**src/rtl/mem_access.sv**
```systemverilog
// rtl/mem_access.sv - data memory access stage: aligned load/store over a 64-bit handshake data bus
// Optional feature macro: MEM_ACCESS_TIMEOUT_EN (bus timeout with mem_o_bus_err reporting)
module mem_access (
    input  logic        clk,
    input  logic        rst,
    input  logic [63:0] regM_i_valE,
    input  logic [63:0] regM_i_valB,
    input  logic [2:0]  regM_i_load_type,
    input  logic        regM_i_mem_ren,
    input  logic        regM_i_mem_wen,
    input  logic [3:0]  regM_i_mem_wmask,
    output logic        dbus_o_req,
    output logic        dbus_o_we,
    output logic [63:0] dbus_o_addr,
    output logic [63:0] dbus_o_wdata,
    output logic [7:0]  dbus_o_wstrb,
    input  logic        dbus_i_ack,
    input  logic [63:0] dbus_i_rdata,
    output logic [63:0] mem_o_rdata,
    output logic        mem_o_stall,
    output logic        mem_o_misaligned,
    output logic        mem_o_bus_err
);

    typedef enum logic [1:0] {
        ST_IDLE = 2'd0,
        ST_BUSY = 2'd1,
        ST_DONE = 2'd2
    } state_t;

    state_t      state;
    state_t      state_next;

    logic        access;
    logic [1:0]  store_size;
    logic [1:0]  size;
    logic        aligned;
    logic        start;
    logic [7:0]  size_mask;
    logic [63:0] wdata_rep;
    logic        timeout;

    logic        we_q;
    logic [2:0]  ld_type_q;
    logic [2:0]  off_q;
    logic [63:0] addr_q;
    logic [63:0] wdata_q;
    logic [7:0]  wstrb_q;
    logic [63:0] rdata_q;
    logic        err_q;
    logic [63:0] shifted;
    logic [63:0] load_ext;

    // Store width from the byte mask; unknown masks fall back to a doubleword store.
    always_comb begin
        store_size = 2'd3;
        case (regM_i_mem_wmask)
            4'b0001: store_size = 2'd0;
            4'b0011: store_size = 2'd1;
            4'b0111: store_size = 2'd2;
            default: store_size = 2'd3;
        endcase
    end

    // Access width (log2 bytes) and natural-alignment test; load codes 4..7 share widths with 0..3.
    always_comb begin
        access  = regM_i_mem_ren | regM_i_mem_wen;
        size    = regM_i_mem_wen ? store_size : regM_i_load_type[1:0];
        aligned = 1'b1;
        case (size)
            2'd0: aligned = 1'b1;
            2'd1: aligned = ~regM_i_valE[0];
            2'd2: aligned = (regM_i_valE[1:0] == 2'b00);
            default: aligned = (regM_i_valE[2:0] == 3'b000);
        endcase
    end

    // Store data replicated into every lane of its width, and the unshifted lane mask.
    always_comb begin
        wdata_rep = regM_i_valB;
        size_mask = 8'hFF;
        case (size)
            2'd0: begin
                wdata_rep = {8{regM_i_valB[7:0]}};
                size_mask = 8'h01;
            end
            2'd1: begin
                wdata_rep = {4{regM_i_valB[15:0]}};
                size_mask = 8'h03;
            end
            2'd2: begin
                wdata_rep = {2{regM_i_valB[31:0]}};
                size_mask = 8'h0F;
            end
            default: begin
                wdata_rep = regM_i_valB;
                size_mask = 8'hFF;
            end
        endcase
    end

    // State register.
    always_ff @(posedge clk) begin
        if (rst) begin
            state <= ST_IDLE;
        end else begin
            state <= state_next;
        end
    end

    // Next-state decode plus the combinational stall / misalignment flags.
    always_comb begin
        state_next       = state;
        mem_o_stall      = 1'b0;
        mem_o_misaligned = 1'b0;
        start            = 1'b0;
        case (state)
            ST_IDLE: begin
                if (access) begin
                    if (aligned) begin
                        mem_o_stall = 1'b1;
                        start       = 1'b1;
                        state_next  = ST_BUSY;
                    end else begin
                        mem_o_misaligned = 1'b1;
                    end
                end
            end
            ST_BUSY: begin
                mem_o_stall = 1'b1;
                if (dbus_i_ack || timeout) begin
                    state_next = ST_DONE;
                end
            end
            ST_DONE: begin
                state_next = ST_IDLE;
            end
            default: begin
                state_next = ST_IDLE;
            end
        endcase
    end

    // Align the returned doubleword to the accessed byte and extend per load code.
    always_comb begin
        shifted  = dbus_i_rdata >> {off_q, 3'b000};
        load_ext = shifted;
        case (ld_type_q)
            3'd0: load_ext = {{56{shifted[7]}},  shifted[7:0]};
            3'd1: load_ext = {{48{shifted[15]}}, shifted[15:0]};
            3'd2: load_ext = {{32{shifted[31]}}, shifted[31:0]};
            3'd4: load_ext = {56'd0, shifted[7:0]};
            3'd5: load_ext = {48'd0, shifted[15:0]};
            3'd6: load_ext = {32'd0, shifted[31:0]};
            default: load_ext = shifted;
        endcase
    end

`ifdef MEM_ACCESS_TIMEOUT_EN
    logic [3:0] tmo_cnt;

    assign timeout       = (state == ST_BUSY) && !dbus_i_ack && (tmo_cnt == 4'hF);
    assign mem_o_bus_err = err_q;

    // Busy-cycle counter; held at zero outside BUSY so each access starts from a fresh count.
    always_ff @(posedge clk) begin
        if (rst) begin
            tmo_cnt <= 4'd0;
        end else if (state == ST_BUSY && !dbus_i_ack) begin
            tmo_cnt <= tmo_cnt + 4'd1;
        end else begin
            tmo_cnt <= 4'd0;
        end
    end
`else
    assign timeout       = 1'b0;
    assign mem_o_bus_err = 1'b0;
`endif

    // Request registers latched at launch and the load result latched when the bus answers.
    always_ff @(posedge clk) begin
        if (rst) begin
            we_q      <= 1'b0;
            ld_type_q <= 3'd0;
            off_q     <= 3'd0;
            addr_q    <= 64'd0;
            wdata_q   <= 64'd0;
            wstrb_q   <= 8'd0;
            rdata_q   <= 64'd0;
            err_q     <= 1'b0;
        end else begin
            if (start) begin
                we_q      <= regM_i_mem_wen;
                ld_type_q <= regM_i_load_type;
                off_q     <= regM_i_valE[2:0];
                addr_q    <= {regM_i_valE[63:3], 3'b000};
                wdata_q   <= regM_i_mem_wen ? wdata_rep : 64'd0;
                wstrb_q   <= regM_i_mem_wen ? (size_mask << regM_i_valE[2:0]) : 8'd0;
            end
            if (state == ST_BUSY && dbus_i_ack) begin
                rdata_q <= we_q ? 64'd0 : load_ext;
                err_q   <= 1'b0;
            end else if (timeout) begin
                rdata_q <= 64'd0;
                err_q   <= 1'b1;
            end else begin
                err_q   <= 1'b0;
            end
        end
    end

    assign dbus_o_req   = (state == ST_BUSY);
    assign dbus_o_we    = we_q;
    assign dbus_o_addr  = addr_q;
    assign dbus_o_wdata = wdata_q;
    assign dbus_o_wstrb = wstrb_q;
    assign mem_o_rdata  = rdata_q;

endmodule

```
**config.mk**
```make
export PLATFORM = sky130hd
export DESIGN_NAME = mem_access
export DESIGN_NICKNAME = d
export VERILOG_FILES = /design/src/rtl/mem_access.sv
export SDC_FILE = /design/constraint.sdc
export NUM_CORES = 1
export LEC_CHECK = 0
export BUFFER_PORTS_ARGS = -buffer_cell sky130_fd_sc_hd__buf_2
export CAP_MARGIN = 20
export CORE_MARGIN = 2
export CORE_UTILIZATION = 35
export CTS_BUF_LIST = sky130_fd_sc_hd__clkbuf_4
export DETAILED_ROUTE_END_ITERATION = 6
export SLEW_MARGIN = 40
export SYNTH_ARGS = -nofsm -noshare
export SYNTH_HDL_FRONTEND = slang
export SYNTH_SLANG_ARGS = --single-unit
```
**constraint.sdc**
```tcl
create_clock -name clk -period 7.6 [get_ports clk]
set_clock_uncertainty 0.2 [all_clocks]
set_input_delay 2.28 -clock clk [delete_from_list [all_inputs] [get_ports clk]]
set_output_delay 2.28 -clock clk [all_outputs]
set_load 0.1 [all_outputs]
```
==> impl_results.md <==
* Synth area leaders: dfxtp_1, o21ai_0, a21oi_1
* Avg WL per Cell at 20.7 um
* CP startpoint kind: input pin
* Crit end category: output pin
* Die area at 31800 sq um
* Worst min path class: register to register
* Finished layout cell area at 13500 sq um
* Routed met1 length at 17.1 mm
* Number of setup violations in the final report at 0
* Max-slew violations at 0
* Lkg Pwr at 5.87 nW
* Leading area contributor after synthesis: dfxtp_1
* Crit path cell chain: buf_2, or2_1, nand3_1, o221a_4, o21bai_1, buf_2
* Worst-path maximum fanout at 31
* Logic pwr share at 30.8%
* Setup slack after layout at 527 ps
* P_int at 1.87 mW
* Worst hold slack at 250 ps
* Worst Setup Path Type: input pin to output pin
* Status: finished, final reports clean
* Final core occ at 45.2%
* IO Pins at 409
* Compound-cell area share of the yosys netlist at 27.6%
* Unique masters post-synth at 73
* Detailed placer's ending HPWL at 29.3 mm
* Sw frac at 40.3%
* Sink Count at 206
* RSZ-0062 raised after global routing: false
* Top_reg_cell synth: dfxtp_1
* Initial antenna violation count at 8
* Slew margin rel. at 44.0%
* CP peak stage delay at 490 ps
* Max-cap violations at 0
* Psw at 1.26 mW
* CTS H-tree depth at 2
* Inst Count DP at 1928
* Avg Cell Area, Syn at 8.51 sq um
* Final Hold Viols at 0
* Buf/Inv on CP at 2
* Total track usage at 25.1%
* Synth Cell Area at 10600 sq um
* Mux contribution to synthesized area at 11.4%
* WP data arrival at 4590 ps
* Worst slew pin tran at 835 ps
* Top sig layer: met5
* Std-Cell Rows at 63
* CTS max path bufs at 3
* DR WL met3 at 4.50 mm
* Gate Count Post-Synth at 1249
* Die X at 178 um
* Share of total power in the clock network at 32.0%
* Slowest CP cell: buf_2
* CTS resizes at 0
* Area Overhead vs Synth at 26.7%
* Chip height at 178 um
* DRC viols at 0
* Post CTS Setup Buffer Count at 0
* Buffers on Ports at 404
* CTS clock-pin slew for the worst setup and hold paths at 60 ps
* EDFF count, synth at 0
* Synth Area in Adders at 0%
* IR drop worst, VDD at 0.163 mV
* Commonest non-fill, non-tap cell in the layout: buf_2
* PwrDens at 233 nW/um^2
* Layout cells sized above 1 at 38.7%
* CP Data Required Time at 5120 ps
* CTS root buf: clkbuf_4
* Place WS at 600 ps
* Via count at 11559
* Via density at 5.69
* Fin Setup TNS at 0 ps
* Reg2reg setup slack at 4260 ps
* Commonest non-fill, non-tap cells in the layout: buf_2, dfxtp_1, o21ai_0
* Crit share post-route at 93.1%
* Vias in the first global route at 10927
* Seq pwr share at 37.2%
* Sequential area share after synthesis at 38.8%
* CTS tree: done
* First-pass GRT wire length at 62.1 mm
* GPL Wtd Cong at 0.922
* Worst path most repeated cell: buf_2
* Pwr Total at 3.14 mW
* Post-synthesis simple-gate area fraction at 15.6%
* Hold bufs inserted after CTS at 0
* Post-Synth XOR/XNOR Area at 0.165%
* Grt total ovfl at 0
* Worst-skew pair later-pin latency at 720 ps
* DRT antenna net count at 0
* Largest net degree at the start of global routing at 103
* Router iterations before antenna repair at 5
* Fmax at 141 MHz
* Warnings, synthesis at 0
* Wire length on met2 at 19.0 mm
* Final Critical Period at 7070 ps
* Starting Density at 35.7%
* Post-synth ARST share at 0%
* CTS buffer count at 57
* Yosys reg bits at 206
* NumNets Final at 1801
* Main combinational cell family by area after synthesis: compound AO/OA/AOI/OAI gates
* Delay-heaviest family, CP: buffers and inverters
* Yosys top cell area share at 38.8%
* Detailed Route WL at 41.9 mm
* Post-route insts no fill at 2031
* Core Region at 29800 sq um
* 1st-iter DRT viols at 893
* DP Area at 12700 sq um
## worst register-to-register path, cell delays in order (launching register included)
cell	delay [ps]
dfxtp_2	310
buf_4	640
mux2i_1	450
mux4_2	390
nor4_4	60
o41ai_4	470
buf_4	530
o21ai_2	130
## path summary, 6_finish.rpt
check	cells past startpoint	startpoint	end
worst max-delay path	6	regM_i_mem_wen	mem_o_stall
worst min-delay path	2	mem_o_rdata[41]	mem_o_rdata[41]
worst max register to register	7	off_q[1]	mem_o_rdata[37]
worst min register to register	2	mem_o_rdata[41]	mem_o_rdata[41]
## kinds of logic (layout without fill, tap and decap cells)
kind of cell / count (synthesis) / count (layout)
buffers and inverters: 152 / 537
xor gates and xnor gates: 2 / 2
muxes: 103 / 103
and+or+nand+nor: 341 / 341
other: 1 / 8
AOI/OAI and AO/OA: 444 / 444
DFF: 206 / 206
## power groups by stage
stage | sequential [mW] | clock (mW) | combinational, mW
detailed placement | 1.19 | 0 | 0.961
global route | 1.17 | 1.09 | 1.01
CTS | 1.17 | 1.04 | 0.963
floorplan | 1.56 | 0 | 0.356
global placement | 1.19 | 0 | 0.955
finish | 1.17 | 1.00 | 0.967
## registers in the layout, indices dropped and copies added (netlist names)
| name | flops |
|---|---|
| dbus_o_addr | 61 |
| state | 2 |
| dbus_o_we | 1 |
| dbus_o_wstrb | 8 |
| off_q | 3 |
| dbus_o_wdata | 64 |
| ld_type_q | 3 |
| mem_o_rdata | 64 |
## metal layers
metal	up-vias	track usage (%)
met5	-	0
met4	4	9.62
met3	85	8.06
met2	598	39.0
met1	5494	32.3
li1	5378	-
## area by class of cell
cell class / count / area (sq um)
repair buffers: 425 / 2200
well taps: 390 / 488
flip-flops and latches: 206 / 4130
diodes: 4 / 10.0
multi-input cells: 894 / 5890
fillers: 3084 / 16300
clock inverters: 18 / 103
clock buffers: 81 / 608
inverters: 13 / 48.8
## cells in the mapped netlist (10+ instances only)
library cell,count
a211o_1,10
a21oi_1,128
a221o_1,15
a31o_1,10
buf_2,28
clkbuf_1,89
dfxtp_1,206
inv_1,10
mux2_2,53
mux2i_1,39
nand2_1,109
nand2b_1,10
nand3_1,77
nand4_1,25
nor2_1,54
nor2b_1,15
nor3_1,12
o2111ai_1,17
o21ai_0,133
o21ai_1,10
o21ai_2,30
or2_2,11
Note: power is estimated with default switching activity, not from simulation.
